[config.mk]
export PLATFORM = sky130hd
export DESIGN_NAME = in3_debounce
export DESIGN_NICKNAME = d
export VERILOG_FILES = /design/src/rtl/in3_debounce.sv
export SDC_FILE = /design/constraint.sdc
export NUM_CORES = 1
export LEC_CHECK = 0
export BUFFER_PORTS_ARGS = -buffer_cell sky130_fd_sc_hd__buf_4
export CORE_MARGIN = 3
export CORE_UTILIZATION = 60
export CTS_BUF_LIST = sky130_fd_sc_hd__clkbuf_2
export DETAILED_ROUTE_END_ITERATION = 6
export PLACE_DENSITY = 0.81
export SLEW_MARGIN = 20
export SYNTH_ARGS = -nofsm -noshare
export SYNTH_HDL_FRONTEND = slang
export SYNTH_SLANG_ARGS = --single-unit
[constraint.sdc]
create_clock -name CLK -period 2.59 [get_ports CLK]
set_clock_uncertainty 0.1 [all_clocks]
set_input_delay 0.518 -clock CLK [delete_from_list [all_inputs] [get_ports CLK]]
set_output_delay 0.518 -clock CLK [all_outputs]
set_load 0.01 [all_outputs]
[src/rtl/in3_debounce.sv]
// Three-channel two-flop synchronizer and debouncer feeding the 3-input AND stage.
// A channel output flips only after its synchronized input has disagreed with it for STABLE_CYC consecutive edges.
module in3_debounce #(
  parameter int CNT_W      = 4,
  parameter int STABLE_CYC = 10
) (
  input  logic       CLK,
  input  logic       RST_N,
  input  logic       RAW1,
  input  logic       RAW2,
  input  logic       RAW3,
  output logic       IN1,
  output logic       IN2,
  output logic       IN3,
  output logic [2:0] CHG,
  output logic       BUSY
);

  // state    | meaning
  // ST_STABLE| synchronized input agrees with output, counter idle
  // ST_PEND  | input disagrees, counting consecutive mismatching cycles
  typedef enum logic {ST_STABLE = 1'b0, ST_PEND = 1'b1} state_t;

  localparam logic [CNT_W:0] LIMIT   = (CNT_W+1)'(STABLE_CYC);
  localparam bit             ONE_CYC = (STABLE_CYC == 1);

  // Channel index 2 is IN1, 1 is IN2, 0 is IN3, matching the CHG bit order.
  logic [2:0]       raw;
  logic [2:0]       s1;
  logic [2:0]       s2;
  logic [2:0]       lvl;
  logic [2:0]       chg_q;
  logic [2:0]       nxt_lvl;
  logic [2:0]       nxt_chg;
  state_t           state     [3];
  state_t           nxt_state [3];
  logic [CNT_W-1:0] cnt       [3];
  logic [CNT_W-1:0] nxt_cnt   [3];

  assign raw = {RAW1, RAW2, RAW3};

  always_ff @(posedge CLK or negedge RST_N) begin
    if (!RST_N) begin
      s1 <= '0;
      s2 <= '0;
    end else begin
      s1 <= raw;
      s2 <= s1;
    end
  end

  always_ff @(posedge CLK or negedge RST_N) begin
    if (!RST_N) begin
      lvl   <= '0;
      chg_q <= '0;
      for (int i = 0; i < 3; i++) begin
        state[i] <= ST_STABLE;
        cnt[i]   <= '0;
      end
    end else begin
      lvl   <= nxt_lvl;
      chg_q <= nxt_chg;
      for (int i = 0; i < 3; i++) begin
        state[i] <= nxt_state[i];
        cnt[i]   <= nxt_cnt[i];
      end
    end
  end

  always_comb begin
    nxt_lvl = lvl;
    nxt_chg = '0;
    for (int i = 0; i < 3; i++) begin
      nxt_state[i] = state[i];
      nxt_cnt[i]   = cnt[i];
      unique case (state[i])
        ST_STABLE: begin
          nxt_cnt[i] = '0;
          if (s2[i] != lvl[i]) begin
            if (ONE_CYC) begin
              nxt_lvl[i] = ~lvl[i];
              nxt_chg[i] = 1'b1;
            end else begin
              nxt_state[i] = ST_PEND;
              nxt_cnt[i]   = CNT_W'(1);
            end
          end
        end
        ST_PEND: begin
          if (s2[i] == lvl[i]) begin
            nxt_state[i] = ST_STABLE;
            nxt_cnt[i]   = '0;
          end else if (({1'b0, cnt[i]} + (CNT_W+1)'(1)) == LIMIT) begin
            nxt_state[i] = ST_STABLE;
            nxt_cnt[i]   = '0;
            nxt_lvl[i]   = ~lvl[i];
            nxt_chg[i]   = 1'b1;
          end else begin
            nxt_cnt[i] = cnt[i] + CNT_W'(1);
          end
        end
        default: begin
          nxt_state[i] = ST_STABLE;
          nxt_cnt[i]   = '0;
        end
      endcase
    end
  end

  always_comb begin
    BUSY = 1'b0;
    for (int i = 0; i < 3; i++) begin
      if (state[i] == ST_PEND) BUSY = 1'b1;
    end
  end

  assign IN1 = lvl[2];
  assign IN2 = lvl[1];
  assign IN3 = lvl[0];
  assign CHG = chg_q;

endmodule

==> metrics.csv <==
metric,value,unit
CTS Sinks,27,
Synth cell types,28,
VDD IR max,416.9,µV
P_sw,0.1697,mW
Worst-Skew Late Latency,0.36,ns
Slew headroom,76.72,%
PnR worst setup slack,0.5743,ns
synthesized area per cell,13.04,µm²
Antenna diodes,0,
Post-DRT Antenna Nets,0,
TritonCTS Buffers,3,
Die Area,2573,µm²
IO Count,12,
cell count after synthesis,92,
Max Slew Vio Count,0,
sequential share of power,67.4,%
grt ovf,0,
post-cts hold buffer count,1,
register area share after synthesis,56.31,%
post-CTS setup repair buffer count,0,
P&R area growth vs syn,12.20,%
HPWL Detailed,1.376,mm
H-tree depth,1,
final WL,1.837,mm
Post-synth EDFFs,0,
unrepaired setup endpoints after global routing,no,
Longest Clk Path Bufs,2,
fin crit share,77.83,%
routed len/inst,13.81,µm
post-cts sizing count,0,
leakage,0.6058,nW
Peak Freq,496.1,MHz
CP Class,reg -> out,
Post-synth top cells,"dfrtp_1 (27), xnor2_1 (8), ha_1 (6), inv_1 (6), nor2_1 (5)",
CP max FO,6,
largest net degree at the start of global routing,28,
Syn. warnings,0,
number of global-route vias before repair,751,
initial drt markers,10,
finished layout cell area,1346,µm²
pwr dens,495.1,nW/µm²
Yosys top cell area share,56.31,%
"Req. time, crit path",1.97,ns
minimum clock period,2.016,ns
Root Buffer,clkbuf_2,
initial antenna violation count,0,
Die H,50.72,µm
endpoints failing setup,0,
Pre-antenna DRT Iters,4,
Clk pwr share,24.6,%
layout cells sized above 1,26.85,%
placed cell area,1314,µm²
Internal Power,0.4969,mW
Worst setup EP type,primary output,
# fillers,144,
Post-route DRC,0,
Setup Slack @ Placement,0.9454,ns
GPL Wtd Cong,0.7972,
"Top FF cell, synth",dfrtp_1,
vias per inst,5.346,
Async SR Flop Fraction,100.0,%
Post-Syn Area,1200,µm²
Startpoint Class,flop,
WP data arrival,1.40,ns
status,completed,
CTS tree,yes,
Combinational Power Share,7.9,%
Post-Route Setup TNS,0,ns
Core Area,1802,µm²
register bit count reported by yosys,27,
Net Sw Frac,25.46,%
row count,15,
most common cell in the netlist,dfrtp_1,
final hold violation count,0,
Die W,50.72,µm
all-layer global routing usage,16.48,%
Worst Max-Slew Pin Slew,0.3467,ns
clock slew at reported path FFs,0.25,ns
via count,711,
number of buffers added on ports,11,
Initial Util,66.60,%
first-pass GRT wire length,3.167,mm
Max Cap Viol,0,
hold crit path type,in -> reg,
syn_nets,103,
leading area contributor after synthesis,dfrtp_1,
synth top area cells,"dfrtp_1 (56%), ha_1 (6.3%), xnor2_1 (5.8%), nor3_2 (3.3%), and4bb_1 (2.1%)",
# nets final,120,
[cells by family after synthesis]
kind of cell    Yosys count  share of synthesized area, %
mux                       3                         2.815
fa+ha+maj                 6                         6.256
simple gates             28                         17.73
flops                    27                         56.31
compound gates           13                         8.445
xor+xnor                  9                         6.570
buf+inv                   6                         1.877
[flip-flops by register name, summed over array words and instances, names as in the netlist]
register  flops
s1            3
CHG           3
cnt          12
s2            3
state         3
lvl           3
[per-stage QoR]
step | total power, mW | std cells | hold WS [ns] | util [%]
after floorplan | 0.4856 | 92 | 0.1224 | -
after global placement | 0.5068 | 128 | 0.2347 | 72.92
after detailed placement | 0.5092 | 128 | 0.2365 | 72.92
after CTS | 0.6717 | 133 | 0.1248 | 74.72
after global routing | 0.6978 | 133 | 0.09594 | 74.72
final | 0.6666 | 133 | 0.1423 | 74.72
[routing by layer]
metal  global-route usage [%]  wire length [µm]
met1                    19.02               839
met2                    29.78               916
met3                    2.967                66
met4                    6.726                15
met5                        0                 0
[power groups by stage]
stage / Combinational, mW / Clock [mW] / Sequential [mW]
4_1_cts: 0.0538 / 0.168 / 0.450
2_1_floorplan: 0.0320 / 0 / 0.454
3_3_place_gp: 0.0510 / 0 / 0.456
3_5_place_dp: 0.0522 / 0 / 0.457
5_1_grt: 0.0597 / 0.186 / 0.453
6_report: 0.0529 / 0.164 / 0.450
[path summary, 6_finish.rpt]
check                                    from                 end  slack (ns)  cells past startpoint
max in group asynchronous               RST_N     s2[1]$_DFF_PN0_        1.69                      2
min in group asynchronous               RST_N    CHG[0]$_DFF_PN0_        0.46                      2
min                                      RAW2     s1[1]$_DFF_PN0_        0.14                      1
max                        state[2]$_DFF_PN0_                BUSY        0.57                      2
max reg2reg                  cnt[0]$_DFF_PN0_  lvl[2]$_DFFE_PN0P_        0.93                      4
min reg2reg                   s1[0]$_DFF_PN0_     s2[0]$_DFF_PN0_        0.28                      0
[critical path: stages, from the launching register on]
cell and delay (ns):
dfrtp_1 0.49, or3_1 0.40, buf_4 0.15
[final cells by class]
type / count / area, µm² / share of cell area, %
clock inverters: 1 / 7.507 / 0.5576
clock buffers: 3 / 15.01 / 1.115
repair buffers: 12 / 92.59 / 6.877
inverters: 6 / 22.52 / 1.673
multi-input cells: 59 / 501.7 / 37.27
flip-flops and latches: 27 / 675.6 / 50.19
well taps: 25 / 31.28 / 2.323
[placed cells by master, fill, tap and decap left out, types with 2 or more instances in the layout]
cell      count
dfrtp_1      27
buf_4        11
xnor2_1       8
inv_1         6
ha_1          6
nor2_1        5
nor3_2        4
a21oi_1       3
clkbuf_2      3
or2b_1        2
and3_2        2
and4bb_1      2
a41o_2        2
or2_2         2
o22ai_1       2
nand2b_1      2
a211oi_1      2
nor2b_1       2
and4b_2       2
a22oi_1       2
mux2_1        2
Note: power is estimated with default switching activity, not from simulation.
